$ cat config.mk
export PLATFORM = sky130hd
export DESIGN_NAME = alu_exec_unit
export DESIGN_NICKNAME = d
export VERILOG_FILES = /design/src/rtl/alu_exec_unit.sv
export SDC_FILE = /design/constraint.sdc
export NUM_CORES = 1
export LEC_CHECK = 0
export CORE_ASPECT_RATIO = 1.1
export CORE_UTILIZATION = 55
export CTS_CLUSTER_SIZE = 20
export DETAILED_ROUTE_END_ITERATION = 16
export HOLD_SLACK_MARGIN = 0.06
export PLACE_DENSITY_LB_ADDON = 0.08
export SLEW_MARGIN = 10
export SYNTH_ARGS = -nofsm -noshare
export SYNTH_HDL_FRONTEND = slang
export SYNTH_SLANG_ARGS = --single-unit
$ cat constraint.sdc
create_clock -name clk_i -period 4.5 [get_ports clk_i]
set_clock_uncertainty 0.2 [all_clocks]
set_input_delay 1.35 -clock clk_i [delete_from_list [all_inputs] [get_ports clk_i]]
set_output_delay 1.35 -clock clk_i [all_outputs]
set_load 0.005 [all_outputs]
$ cat src/rtl/alu_exec_unit.sv
// alu_exec_unit: EX-stage execution unit. Decodes ALUOp/funct and registers the
// result of single-cycle ops one cycle after acceptance. MUL runs as an iterative
// shift-add that retires MUL_BITS multiplier bits per cycle. An optional restoring
// unsigned divider is enabled by defining ALU_EXEC_DIV_EN; without that macro,
// funct 011010 decodes as illegal.
//
// state  | meaning
// -------+--------------------------------------------------------------
// S_IDLE | ready for a request; single-cycle ops complete from here
// S_BUSY | multi-cycle op iterating; counter reaching 0 marks the last step
module alu_exec_unit #(
    parameter int WIDTH    = 32,
    parameter int MUL_BITS = 1
) (
    input  logic             clk_i,
    input  logic             rst_i,
    input  logic             flush_i,
    input  logic             valid_i,
    output logic             ready_o,
    input  logic [1:0]       ALUOp_i,
    input  logic [5:0]       funct_i,
    input  logic [WIDTH-1:0] data1_i,
    input  logic [WIDTH-1:0] data2_i,
    output logic [WIDTH-1:0] result_o,
    output logic             valid_o,
    output logic             ovf_o,
    output logic             illegal_o,
    output logic             stall_o
);

    localparam int               MUL_ITERS = WIDTH / MUL_BITS;
    localparam int               CNT_W     = $clog2(WIDTH) + 1;
    localparam logic [CNT_W-1:0] MUL_LAST  = CNT_W'(MUL_ITERS - 1);
`ifdef ALU_EXEC_DIV_EN
    localparam logic [CNT_W-1:0] DIV_LAST  = CNT_W'(WIDTH - 1);
`endif

    typedef enum logic {S_IDLE, S_BUSY} state_t;
    typedef enum logic [1:0] {K_SINGLE, K_MUL, K_DIV} kind_t;

    state_t           state;
    state_t           state_nxt;
    logic             accept;
    logic             finish;

    kind_t            dec_kind;
    logic [WIDTH-1:0] dec_result;
    logic             dec_ovf;
    logic             dec_illegal;

    logic [WIDTH-1:0] sum;
    logic [WIDTH-1:0] diff;
    logic             add_ovf;
    logic             sub_ovf;

    // op_a: multiplicand (MUL) or dividend shifting into quotient (DIV)
    // op_b: multiplier (MUL) or divisor (DIV)
    // acc : product accumulator (MUL) or partial remainder (DIV)
    logic [WIDTH-1:0] op_a;
    logic [WIDTH-1:0] op_b;
    logic [WIDTH-1:0] acc;
    logic [CNT_W-1:0] cnt;

    logic [WIDTH-1:0] op_a_nxt;
    logic [WIDTH-1:0] op_b_nxt;
    logic [WIDTH-1:0] acc_nxt;
    logic [WIDTH-1:0] iter_result;
    logic [WIDTH-1:0] digit_ext;

`ifdef ALU_EXEC_DIV_EN
    logic             is_div;
    logic [WIDTH:0]   rem_shift;
    logic [WIDTH-1:0] rem_diff;
    logic             rem_ge;
`endif

    assign sum     = data1_i + data2_i;
    assign diff    = data1_i - data2_i;
    // Signed overflow: operands of matching (add) or differing (sub) sign yield a
    // result whose sign differs from operand A.
    assign add_ovf = (data1_i[WIDTH-1] == data2_i[WIDTH-1]) && (sum[WIDTH-1] != data1_i[WIDTH-1]);
    assign sub_ovf = (data1_i[WIDTH-1] != data2_i[WIDTH-1]) && (diff[WIDTH-1] != data1_i[WIDTH-1]);

    assign ready_o = (state == S_IDLE);
    assign stall_o = ~ready_o;

    // Decode ALUOp/funct into an op kind and the single-cycle result/flags.
    always_comb begin
        dec_kind    = K_SINGLE;
        dec_result  = '0;
        dec_ovf     = 1'b0;
        dec_illegal = 1'b0;
        case (ALUOp_i)
            2'b00: begin
                dec_result = sum;
                dec_ovf    = add_ovf;
            end
            2'b01: begin
                dec_result = diff;
                dec_ovf    = sub_ovf;
            end
            2'b10: begin
                case (funct_i)
                    6'b100100: dec_result = data1_i & data2_i;
                    6'b100101: dec_result = data1_i | data2_i;
                    6'b100000: begin
                        dec_result = sum;
                        dec_ovf    = add_ovf;
                    end
                    6'b100010: begin
                        dec_result = diff;
                        dec_ovf    = sub_ovf;
                    end
                    6'b101010: dec_result = {{(WIDTH-1){1'b0}}, ($signed(data1_i) < $signed(data2_i))};
                    6'b011000: dec_kind = K_MUL;
                    6'b000000: dec_result = '0;
`ifdef ALU_EXEC_DIV_EN
                    6'b011010: dec_kind = K_DIV;
`endif
                    default:   dec_illegal = 1'b1;
                endcase
            end
            default: dec_illegal = 1'b1;
        endcase
    end

    // State register.
    always_ff @(posedge clk_i) begin
        if (rst_i) begin
            state <= S_IDLE;
        end else begin
            state <= state_nxt;
        end
    end

    // Next state; flush beats completion, and a flushed request is never accepted.
    always_comb begin
        state_nxt = state;
        accept    = 1'b0;
        finish    = 1'b0;
        case (state)
            S_IDLE: begin
                if (!flush_i && valid_i) begin
                    accept = 1'b1;
                    if (dec_kind != K_SINGLE) begin
                        state_nxt = S_BUSY;
                    end
                end
            end
            S_BUSY: begin
                if (flush_i) begin
                    state_nxt = S_IDLE;
                end else if (cnt == '0) begin
                    finish    = 1'b1;
                    state_nxt = S_IDLE;
                end
            end
            default: state_nxt = S_IDLE;
        endcase
    end

    // One iteration step: shift-add for MUL, one restoring step for DIV.
    always_comb begin
        digit_ext   = {{(WIDTH-MUL_BITS){1'b0}}, op_b[MUL_BITS-1:0]};
        acc_nxt     = acc + (op_a * digit_ext);
        op_a_nxt    = op_a << MUL_BITS;
        op_b_nxt    = op_b >> MUL_BITS;
        iter_result = acc_nxt;
`ifdef ALU_EXEC_DIV_EN
        rem_shift   = {acc, op_a[WIDTH-1]};
        rem_ge      = (rem_shift >= {1'b0, op_b});
        rem_diff    = WIDTH'(rem_shift - {1'b0, op_b});
        if (is_div) begin
            // A zero divisor always compares lower, giving an all-ones quotient.
            acc_nxt     = rem_ge ? rem_diff : rem_shift[WIDTH-1:0];
            op_a_nxt    = {op_a[WIDTH-2:0], rem_ge};
            op_b_nxt    = op_b;
            iter_result = op_a_nxt;
        end
`endif
    end

    // Datapath, counter and registered outputs.
    always_ff @(posedge clk_i) begin
        if (rst_i) begin
            result_o  <= '0;
            valid_o   <= 1'b0;
            ovf_o     <= 1'b0;
            illegal_o <= 1'b0;
            cnt       <= '0;
            op_a      <= '0;
            op_b      <= '0;
            acc       <= '0;
`ifdef ALU_EXEC_DIV_EN
            is_div    <= 1'b0;
`endif
        end else begin
            valid_o <= 1'b0;
            if (flush_i) begin
                cnt <= '0;
            end else if (state == S_BUSY) begin
                op_a <= op_a_nxt;
                op_b <= op_b_nxt;
                acc  <= acc_nxt;
                if (finish) begin
                    cnt       <= '0;
                    result_o  <= iter_result;
                    valid_o   <= 1'b1;
                    ovf_o     <= 1'b0;
                    illegal_o <= 1'b0;
                end else begin
                    cnt <= cnt - 1'b1;
                end
            end else if (accept) begin
                if (dec_kind == K_SINGLE) begin
                    result_o  <= dec_result;
                    valid_o   <= 1'b1;
                    ovf_o     <= dec_ovf;
                    illegal_o <= dec_illegal;
                end else begin
                    op_a <= data1_i;
                    op_b <= data2_i;
                    acc  <= '0;
                    cnt  <= MUL_LAST;
`ifdef ALU_EXEC_DIV_EN
                    is_div <= (dec_kind == K_DIV);
                    if (dec_kind == K_DIV) begin
                        cnt <= DIV_LAST;
                    end
`endif
                end
            end
        end
    end

endmodule

==> metrics.txt <==
DP HPWL 35500 um; Post-Syn Area 12700 sq um; synth top area cells dfxtp_1 22%, ha_1 13%, a21oi_1 6.5%; CP Buf/Inv Count 4; Fin Hold WS 261 ps; most frequent cells in the layout 248 x buf_4, 214 x nor2_1, 163 x a21oi_1; Placer Congestion 0.984; GRT overflow 0; largest net degree at the start of global routing 76; post-route ant nets 0; IO Port Bufs 112; Worst-Skew Late Latency 440 ps; FILL cells 1783; Fmax 223 MHz; Die Y 161 um; syn_area_per_cell 7.45 sq um; Ports 113; Site Rows 57; Required @ worst endpoint 4610 ps; CTS tree done; #FFs+latches synth 138; status finished, final reports clean; Post-Synthesis Cells 1701; DR WL/cell 20.3 um; dominant cell type by area after synthesis dfxtp_1; Final WS setup 14.6 ps; Worst Tran Pin Value 1010 ps; Critical Path Start Type input port; Post-CTS Hold Buffers 0; Vias 14.1k; layout cells sized above 1 17.6%; H-tree depth 4; Hold Fails Final Rpt 0; Worst Setup End Kind flip-flop; Worst Hold Launch acc[5]; antenna cells 0; top cell type's share of synthesized area 21.8%; Pwr per Cell Area 238 nW/um^2; Reg clk slew, reported paths 70 ps; sequential area share after synthesis 21.8%; crit-path leading delay family compound AO/OA/AOI/OAI gates; Setup Slack @ Placement -672 ps; core area 22300 sq um; Worst Hold Class reg2reg; 1st-pass router iterations 7; Die Wd 147 um; data arrival time of the worst path 4590 ps; clock buffer depth 2; max-cap violations 0; worst r2r src op_b[0]; GRT Total Usage 39.0%; hold path cells 2; Layout area overhead 29.9%; hold worst-path end acc[5]; ys flop type dfxtp_1; crit path max-delay cell type clkdlybuf4s50_1; R2R depth 13; first-pass GRT wire length 72000 um; P_leak 6.89 nW; CP Max Fanout 4; detailed-route DRC error count 0; fin. max-slew vios 0; Mapped Nets 1914; RSZ-0062 raised after global routing true; Synth Warn # 0; Setup Buffers After CTS 0; FFs w/ async S/R, synth 0%; Yosys cell types 92; CTS Sinks 138; Final Critical Period 4490 ps; Post-synth EDFFs 0; Total Die Area 23700 sq um; final net count 2191; Max rail drop VDD 237 uV; Crit Reg-Reg Endpoint result_o[29]; most common cell after layout, fill and taps aside buf_4; Cell Chain, Critical Path clkdlybuf4s50_1 > inv_1 > ha_1 > nand2b_1 > a221o_1 > a221oi_2 > a31o_2 > a211o_2 > a311oi_1 > buf_4 > buf_4 > o211ai_1 > o31ai_1 > o31ai_1 > a211oi_1; Worst Setup Path Type in2reg; final setup violation count 0; vias in the first global route 13.5k; 1st-iter DRT viols 1376; Reg2Reg Setup Slack 650 ps; Starting Density 56.8%; Via-to-Cell Ratio 6.16; Final period util 99.7%; final WL 46400 um; Slew HR 32.6%; CTS root buf clkbuf_16; cts bufs inserted 17; initial antenna violation count 1; CP max stage delay 510 ps
-- registers in the layout, summed over array words and instances, names as in the netlist --
name       count
op_a          32
result_o      32
valid_o        1
illegal_o      1
acc           32
cnt            6
op_b          32
stall_o        1
ovf_o          1
-- repair_timing --
item                                    4_1_cts  5_1_grt
gates resized for setup                       3       12
endpoints found under the setup margin        2       15
gates cloned                                  0        0
pin swaps                                     0        2
-- metal layers --
layer	up-vias	GRT usage (%)	share of wire, %	wire [um]
li1	6692	-	-	-
met1	6601	51.2	42	19700
met2	679	63.0	45	21000
met3	106	6.75	9.0	4180
met4	2	15.6	3.3	1540
met5	-	0	0.019	9
-- cells in the mapped netlist (all sizes together), types with 10 or more instances --
library cell	number
a31oi	17
or3	12
dfxtp	138
o211ai	13
o21bai	16
xnor2	26
nand2	137
nand4	10
a22oi	13
nor3	37
nand3	27
a211oi	81
a221oi	22
a21o	29
a21oi	167
o31ai	11
and2	36
o21a	12
nor2	215
inv	107
buf	30
ha	134
nand2b	22
clkbuf	79
mux2i	65
o22ai	19
o21ai	86
-- layout make-up --
cell class                 instances  area (sq um)  area share, %
clock buffer                      17           425           2.58
clock inverter                    15           206           1.25
inverter                         108           405           2.46
multi-input combinational       1346          9150           55.6
sequential                       138          2770           16.8
tap                              295           369           2.24
timing repair buffer             367          3130           19.0
-- worst min-delay path, cell delays in order, from the launching register on --
cell and delay [ps]:
dfxtp_1 320, nand2_1 50, a21oi_1 50
-- stage by stage --
step	std cells	instance area [sq um]	utilization, %	total power [mW]	setup TNS (ps)
6_report	2286	16500	73.7	3.92	0
3_5_place_dp	2254	15800	70.6	2.36	-5620
4_1_cts	2286	16400	73.4	3.88	0
3_3_place_gp	2254	15800	70.6	2.35	-4320
5_1_grt	2286	16500	73.7	4.05	-150
2_1_floorplan	1701	12700	-	1.82	0
-- kinds of logic (layout without fill, tap and decap cells) --
kind of cell | count (synthesis) | after routing | synth area share [%]
compound gates | 562 | 562 | 30.4
simple gates | 547 | 547 | 19.8
buf+inv | 217 | 507 | 6.79
flops | 138 | 138 | 21.8
fa+ha+maj | 137 | 137 | 13.7
mux | 65 | 65 | 5.13
xor+xnor | 35 | 35 | 2.42
-- how the worst max path moves through the flow --
stage          startpoint           end  cells past startpoint
6_report       data1_i[5]  result_o[28]                     15
5_1_grt        data1_i[5]  result_o[28]                     15
3_3_place_gp   data2_i[8]  result_o[17]                     12
2_1_floorplan  data1_i[0]  result_o[30]                     13
3_5_place_dp   data2_i[8]  result_o[17]                     12
4_1_cts        data1_i[0]  result_o[28]                     14
-- where the power goes --
part           internal (mW)  switching [mW]
clock network          0.853           0.685
registers               1.24          0.0171
logic                  0.528           0.600
(Power assumes the default switching activity.)
